<file path="config.mk">
export PLATFORM = sky130hd
export DESIGN_NAME = wb_regfile_scoreboard
export DESIGN_NICKNAME = d
export VERILOG_FILES = /design/src/rtl/cpu_pkg.sv /design/src/rtl/wb_pending_scoreboard.sv /design/src/rtl/wb_regfile_scoreboard.sv
export SDC_FILE = /design/constraint.sdc
export NUM_CORES = 1
export LEC_CHECK = 0
export CAP_MARGIN = 20
export CORE_MARGIN = 2
export CORE_UTILIZATION = 45
export CTS_BUF_LIST = sky130_fd_sc_hd__clkbuf_4 sky130_fd_sc_hd__clkbuf_8
export CTS_CLUSTER_SIZE = 40
export DETAILED_ROUTE_END_ITERATION = 10
export GPL_TIMING_DRIVEN = 0
export MAX_ROUTING_LAYER = met4
export PLACE_DENSITY = 0.73
export SLEW_MARGIN = 30
export SYNTH_ARGS = -nofsm -noshare
export SYNTH_HDL_FRONTEND = slang
export SYNTH_SLANG_ARGS = --single-unit
export TNS_END_PERCENT = 5
</file>
<file path="constraint.sdc">
create_clock -name clk -period 2.6 [get_ports clk]
set_input_delay 0.39 -clock clk [delete_from_list [all_inputs] [get_ports clk]]
set_output_delay 0.39 -clock clk [all_outputs]
set_load 0.01 [all_outputs]
</file>
<file path="src/rtl/cpu_pkg.sv">
// Shared widths, types and constants for the write-back register file and its scoreboard.
package cpu_pkg;
  localparam int DATA_W   = 32;
  localparam int NUM_REGS = 16;
  localparam int ADDR_W   = 4;
  localparam int CNT_W    = 2;

  typedef logic [ADDR_W-1:0] reg_addr_t;
  typedef logic [DATA_W-1:0] word_t;
  typedef logic [CNT_W-1:0]  cnt_t;

  localparam reg_addr_t ZERO_REG = {ADDR_W{1'b0}};
  localparam cnt_t      CNT_ZERO = {CNT_W{1'b0}};
  localparam cnt_t      CNT_ONE  = {{(CNT_W-1){1'b0}}, 1'b1};
  localparam cnt_t      CNT_MAX  = {CNT_W{1'b1}};
  localparam word_t     WORD_ZERO = {DATA_W{1'b0}};
endpackage

</file>
<file path="src/rtl/wb_pending_scoreboard.sv">
// Per-register count of in-flight writers; R0 never accumulates a count.
module wb_pending_scoreboard import cpu_pkg::*; (
  input  logic              clk,
  input  logic              reset,
  input  logic              inc_en,
  input  logic [ADDR_W-1:0] inc_addr,
  input  logic              dec_en,
  input  logic [ADDR_W-1:0] dec_addr,
  input  logic [ADDR_W-1:0] query_a,
  input  logic [ADDR_W-1:0] query_b,
  input  logic [ADDR_W-1:0] query_i,
  output logic [CNT_W-1:0]  cnt_a,
  output logic [CNT_W-1:0]  cnt_b,
  output logic [CNT_W-1:0]  cnt_i,
  output logic              busy
);
  cnt_t cnt_r [NUM_REGS];
  logic inc_s [NUM_REGS];
  logic dec_s [NUM_REGS];
  logic busy_s;

  // Decode per-register increment/decrement events and the aggregate busy flag.
  always_comb begin
    busy_s = 1'b0;
    for (int r = 0; r < NUM_REGS; r++) begin
      inc_s[r] = inc_en && (inc_addr == reg_addr_t'(r)) && (r != 0);
      dec_s[r] = dec_en && (dec_addr == reg_addr_t'(r)) && (cnt_r[r] != CNT_ZERO);
      busy_s   = busy_s | (cnt_r[r] != CNT_ZERO);
    end
  end

  // Count state; a simultaneous issue and retire on the same register cancel out.
  always_ff @(posedge clk) begin
    if (reset) begin
      for (int r = 0; r < NUM_REGS; r++) begin
        cnt_r[r] <= CNT_ZERO;
      end
    end else begin
      for (int r = 1; r < NUM_REGS; r++) begin
        case ({inc_s[r], dec_s[r]})
          2'b10:   cnt_r[r] <= cnt_r[r] + CNT_ONE;
          2'b01:   cnt_r[r] <= cnt_r[r] - CNT_ONE;
          default: cnt_r[r] <= cnt_r[r];
        endcase
      end
    end
  end

  assign cnt_a = cnt_r[query_a];
  assign cnt_b = cnt_r[query_b];
  assign cnt_i = cnt_r[query_i];
  assign busy  = busy_s;
endmodule

</file>
<file path="src/rtl/wb_regfile_scoreboard.sv">
// Architectural register file with write-back commit, two read ports and RAW-hazard stall.
// Optional macro WB_BYPASS_EN enables same-cycle write-through and hazard release.
module wb_regfile_scoreboard import cpu_pkg::*; (
  input  logic              clk,
  input  logic              reset,
  input  logic              wb_valid,
  input  logic              wb_we,
  input  logic [ADDR_W-1:0] wb_addr,
  input  logic [DATA_W-1:0] wb_data,
  input  logic [ADDR_W-1:0] rd_addr_a,
  input  logic [ADDR_W-1:0] rd_addr_b,
  input  logic              use_a,
  input  logic              use_b,
  output logic [DATA_W-1:0] rd_data_a,
  output logic [DATA_W-1:0] rd_data_b,
  input  logic              issue_en,
  input  logic [ADDR_W-1:0] issue_dest,
  output logic              stall,
  output logic              busy
);
  word_t regs_r [NUM_REGS];
  cnt_t  cnt_a_s, cnt_b_s, cnt_i_s;
  logic  wb_wr_s, issue_ok_s, ovf_s, haz_a_s, haz_b_s;
  logic  bypass_ok_a_s, bypass_ok_b_s;

  assign wb_wr_s    = wb_valid && wb_we && (wb_addr != ZERO_REG);
  assign issue_ok_s = issue_en && !stall;

  wb_pending_scoreboard u_sb (
    .clk      (clk),
    .reset    (reset),
    .inc_en   (issue_ok_s),
    .inc_addr (issue_dest),
    .dec_en   (wb_valid),
    .dec_addr (wb_addr),
    .query_a  (rd_addr_a),
    .query_b  (rd_addr_b),
    .query_i  (issue_dest),
    .cnt_a    (cnt_a_s),
    .cnt_b    (cnt_b_s),
    .cnt_i    (cnt_i_s),
    .busy     (busy)
  );

  // Register array commit; R0 is never written so it stays zero after reset.
  always_ff @(posedge clk) begin
    if (reset) begin
      for (int r = 0; r < NUM_REGS; r++) begin
        regs_r[r] <= WORD_ZERO;
      end
    end else if (wb_wr_s) begin
      regs_r[wb_addr] <= wb_data;
    end
  end

  // Read muxes, optional write-through, and the stall decision.
  always_comb begin
    rd_data_a = (rd_addr_a == ZERO_REG) ? WORD_ZERO : regs_r[rd_addr_a];
    rd_data_b = (rd_addr_b == ZERO_REG) ? WORD_ZERO : regs_r[rd_addr_b];
`ifdef WB_BYPASS_EN
    if (wb_wr_s && (wb_addr == rd_addr_a)) begin
      rd_data_a = wb_data;
    end else begin
      rd_data_a = rd_data_a;
    end
    if (wb_wr_s && (wb_addr == rd_addr_b)) begin
      rd_data_b = wb_data;
    end else begin
      rd_data_b = rd_data_b;
    end
    bypass_ok_a_s = wb_wr_s && (wb_addr == rd_addr_a) && (cnt_a_s == CNT_ONE);
    bypass_ok_b_s = wb_wr_s && (wb_addr == rd_addr_b) && (cnt_b_s == CNT_ONE);
`else
    bypass_ok_a_s = 1'b0;
    bypass_ok_b_s = 1'b0;
`endif
    haz_a_s = use_a && (rd_addr_a != ZERO_REG) && (cnt_a_s != CNT_ZERO) && !bypass_ok_a_s;
    haz_b_s = use_b && (rd_addr_b != ZERO_REG) && (cnt_b_s != CNT_ZERO) && !bypass_ok_b_s;
    // Overflow deliberately ignores a same-cycle retire of issue_dest.
    ovf_s   = issue_en && (issue_dest != ZERO_REG) && (cnt_i_s == CNT_MAX);
    stall   = haz_a_s || haz_b_s || ovf_s;
  end
endmodule

</file>
After elaboration in Yosys (flattened, before gate mapping)
Memory sizes are Yosys's and may differ from the RTL's.
Cells that the tools add are included.
{ "op_classes": {"add_sub_neg": 30, "n_mul": 0, "div": 0, "magnitude_cmp": 0, "eq_ne": 61, "n_shift": 0, "muxes": 190, "bitwise": 60, "n_reduce_logical": 97} }
{ "op_table": {"columns": ["operator", "count"], "rows": [
  ["$mux 1", 141],
  ["$mux 32", 3],
  ["$mux 2", 45],
  ["$eq 4x4->1 const B", 16],
  ["$or 1x1->1", 60],
  ["$logic_and 1x1->1", 54],
  ["$reduce_bool 2->1", 18],
  ["$eq 2x2->1 const B", 16],
  ["$eq 4x3->1 const B", 8],
  ["$reduce_or 32->1", 1],
  ["$add 2x1->2 const B", 15],
  ["$eq 2x1->1 const B", 15],
  ["$reduce_or 2->1", 15],
  ["$sub 2x1->2 const B", 15],
  ["$eq 4x2->1 const B", 4],
  ["$reduce_bool 4->1", 4],
  ["$eq 4x1->1 const B", 2],
  ["$logic_not 4->1", 2],
  ["$mux 4", 1],
  ["$logic_or 1x1->1", 2],
  ["$logic_not 1->1", 1]
]} }
{ "word_totals": {"reg_bits": 0, "latch_bits": 0, "ram_bits": 544, "mem_bits_ro": 0, "in_bits": 55, "out_inout_bits": 66, "wordCells": 440, "memories": 2} }
{ "mem_list": {"columns": ["name", "words", "word_bits", "read_ports", "rd_ports_with_merged_regs", "wr", "line_no", "text"], "rows": [
  ["regs_r", 16, 32, 2, 0, 16, "wb_regfile_scoreboard.sv:21", "word_t regs_r [NUM_REGS];"],
  ["u_sb.cnt_r", 16, 2, 19, 0, 16, "wb_pending_scoreboard.sv:17", "cnt_t cnt_r [NUM_REGS];"]
]} }

Longest topological paths before layout
An unclocked memory read counts as a cell.
{ "depth": {"ltp_word": 17, "mapped_depth": 15, "mapped_depth_nobuf": 12} }

Hierarchy
Synthesis repeated with hierarchy kept, for this count alone.
{ "hier_totals": {"hier_cells": 2184, "hier_area_um2": 28817.6} }
{ "modules_own_cells": {"columns": ["mod", "n_inst", "cells_each", "area_per_inst_um2", "seq_area_each_um2"], "rows": [
  ["wb_regfile_scoreboard", 1, 1836, 25602.1, 14413.8],
  ["wb_pending_scoreboard", 1, 348, 3215.6, 900.9]
]} }

Worst setup path after synthesis
No wires, ideal clock.
{ "synth_timing": {"path_type": "input -> register", "startpoint": "input issue_dest[0]", "endpoint": "memory u_sb.cnt_r[7][1] (netlist bit), data pin", "setup_time_ns": 0.266, "arrival_ns": 2.548, "required_time_ns": 2.334, "setup_slack_ns": -0.214, "stages": 14, "n_path_buf": 2, "cell_sequence": "buf_6 mux4_2 o22ai_1 a211oi_1 o21ai_1 and3_1 buf_4 inv_2 or3_1 ha_1 nor2_1 nor3_1 a21oi_1 nor2_1"} }
{ "synth_lines": {"columns": ["item", "line_no", "text"], "rows": [
  ["from (decl)", "wb_regfile_scoreboard.sv:17", "input logic [ADDR_W-1:0] issue_dest,"],
  ["to (decl)", "wb_pending_scoreboard.sv:17", null]
]} }

==> results.yml <==
clock_tree:
  cts_made_buffers: 88
  cts_root_buf: "clkbuf_8"
  cts_hold_buf: 0
  clk_latency_ps: 720
  cts_tree: "yes"
  cts_sinks: 542
  clock_path_buffers: 3
  htree_levels: 3
  path_clk_slew_ps: 60
critical_path:
  critPathMaxFanout: 7
  cp-end-kind: "output pin"
  worstPathRequired_ps: 2210
  path_class: "reg2out"
  start_kind: "register"
  cp.arrival_ps: 2640
placed_design:
  io_buffers: 108
  place_congestion: 0.892
  dp_hpwl_mm: 60.2
  placed_cell_area_sq_um: 32400
hold_path:
  min_path_type: "in2reg"
synth:
  synth_seq_area_share: 0.543
  synth.top_cell.area_share: 0.543
  yosys.area.top_type: "edfxtp_1"
  synth_compound_area_frac: 0.00960
  async_reset_ff_frac: 0
  synthCells: 1933
  synthesis.area_sq_um: 30000
  synth-simple-area-share: 0.151
  synth_cell_types: 48
  synth_top_family_by_area: "multiplexers"
  synthXorXnorAreaFrac: 0.00584
  synthAdderAreaFrac: 0.0129
  synth_mux_area_frac: 0.248
  synth_edf_count: 542
  yosysWarnings: 0
  synth.avg_cell_area_sq_um: 15.5
  synth.area.top_cells: "edfxtp_1 (54%), mux4_2 (24%), and2_1 (10%), clkbuf_1 (1.6%), nor2b_1 (1.4%)"
  ys_ff_latch: 542
  synth-main-ff-cell: "edfxtp_1"
final_layout:
  final_cell_mix: "edfxtp_1 (542), and2_1 (482), mux4_2 (326)"
  nets: 2277
  synthToLayoutAreaGrowth_pct: 16.7
  design_area_sq_um: 35000
  layout_commonest_cell: "edfxtp_1"
  n_fill_cell: 5234
  drive_gt1_frac: 0.327
  final_util: 0.531
sta:
  fin_crit_sh: 1.17
  drv_slew: 0
  setup_violations: 118
  fin_setup_tns_ps: -25490
  final_hold_viol_count: 0
  period_minus_slack_ps: 3030
  tightestPinTransition_ps: 1110
  setup_ws_ps: -430
  rsz0062_at_grt: "yes"
  hold_ws_ps: 408
  relSlewSlack: 0.258
  clock_skew_ps: 5.39
  clock.fmax_ghz: 0.330
routing:
  wl_per_cell_um: 29.3
  drtIter0Drc: 2371
  drc_errors: 0
  first_pass_iters: 5
  vias_per_cell: 6.19
  via_count: 19359
  postRouteAntennaNets: 0
  routed_wl_mm: 91.5
global_route:
  grt_pass1_vias: 20115
  grt_max_degree: 33
  track_usage: 0.278
  grt_antenna_before_repair: 5
  grt_first_pass_wirelength_mm: 132
  overflow: 0
die:
  initial_core_util: 0.455
  die-width_um: 262
  die_h_um: 262
  dieArea_sq_um: 68700
  core_sq_um: 65900
  rows: 94
  ioPinCount: 121
pwr:
  p_seq_frac: 0.495
  power_mw: 21.0
  clock_power_share: 0.353
  p_int_mw: 15.6
  leakagePower_nw: 12.3
  p_comb_frac: 0.152
  p_per_area_nw_per_um2: 601
  switching_share: 0.257
  power.switching_mw: 5.41
  max-vdd-ir-drop_mv: 0.335
status:
  status: "finished, violations left"
  violations: "negative setup slack"
run:
  cap_violations: 0
## worst paths after layout
check                                        from                         endpoint  slack [ps]  cells after the start
setup reg to reg  u_sb.cnt_r[14][0]$_SDFFCE_PP0P_  u_sb.cnt_r[11][1]$_SDFFCE_PP0P_        -410                     13
hold / removal                              reset       regs_r[0][0]$_SDFFCE_PN0P_         410                      2
setup / recovery  u_sb.cnt_r[14][0]$_SDFFCE_PP0P_                            stall        -430                      9
hold reg to reg        u_sb.cnt_r[9][0]$_DFFE_PP_       u_sb.cnt_r[9][0]$_DFFE_PP_         660                      1
## cell usage after synthesis, drive strengths merged (3+ instances only)
master	count
nand4	6
or3	14
o21bai	15
or4	4
inv	20
mux4	326
nand3b	7
nor2	77
or2	17
and3	14
ha	31
a21oi	13
clkbuf	130
buf	49
nand2b	5
nor3	31
o21ai	5
nand2	14
nor2b	66
and2	482
edfxtp	542
mux2i	6
nand3	15
and4	4
xor2	6
mux2	3
xnor2	14
## final cells by class
type / instances / area [sq um] / share of cell area
repair buffers: 137 / 1180 / 0.0337
plain buffers: 179 / 1270 / 0.0364
flip-flops and latches: 542 / 16300 / 0.465
inverters: 20 / 77.6 / 0.00222
clock buffers: 123 / 1480 / 0.0423
multi-input cells: 1223 / 13400 / 0.383
well taps: 864 / 1080 / 0.0309
clock inverters: 37 / 230 / 0.00658
diodes: 2 / 5.00 / 0.000143
## worst max-delay path, stage by stage, from the launching register on
cell      delay [ps]
edfxtp_1         430
buf_4            160
mux4_2           480
nand2_2           80
o311ai_1          90
o21ai_1          180
and3_1           190
buf_6            150
inv_4             50
buf_6            110
## cell families (layout without fill, tap and decap cells)
group                      after synthesis  after routing
AOI/OAI and AO/OA                       43             43
adders and majority gates               31             31
buffers and inverters                  199            496
and+or+nand+nor                        762            762
other                                    1             34
DFF                                    542            542
muxes                                  335            335
xor gates and xnor gates                20             20
## flip-flops by register name, summed over array words and instances (netlist names)
name	count
u_sb.cnt_r	30
regs_r	512
## routing by layer
metal  GRT usage  part of all wire  vias to the layer above
li1            -                 -                     7932
met1       0.335              0.36                    10065
met2       0.445              0.49                     1121
met3      0.0687             0.099                      241
met4       0.128             0.046                        0
met5           -                 0                        -
## power groups by stage
stage	Combinational (mW)	Sequential (mW)	Clock (mW)
detailed placement	3.05	10.6	0
floorplan	1.86	10.5	0
global placement	2.98	10.5	0
global route	3.35	10.4	7.80
CTS	3.09	10.4	7.41
finish	3.20	10.4	7.43
## per-stage QoR
stage               setup slack [ps]  std cells
floorplan                      -98.7       1964
detailed placement             -1850       2938
global route                    -506       3127
global placement               -1830       2936
finish                          -430       3127
CTS                             -471       3114
## timing repair
| item | 4_1_cts | 5_1_grt |
|---|---|---|
| pin swaps | 15 | 18 |
| buffers inserted | 14 | 10 |
| endpoints found under the setup margin | 194 | 280 |
| gates resized for setup | 456 | 72 |
| hold endpoints to repair | 0 | 0 |
| cloned | 2 | 1 |
No activity file was read; power rests on OpenSTA's default activity.
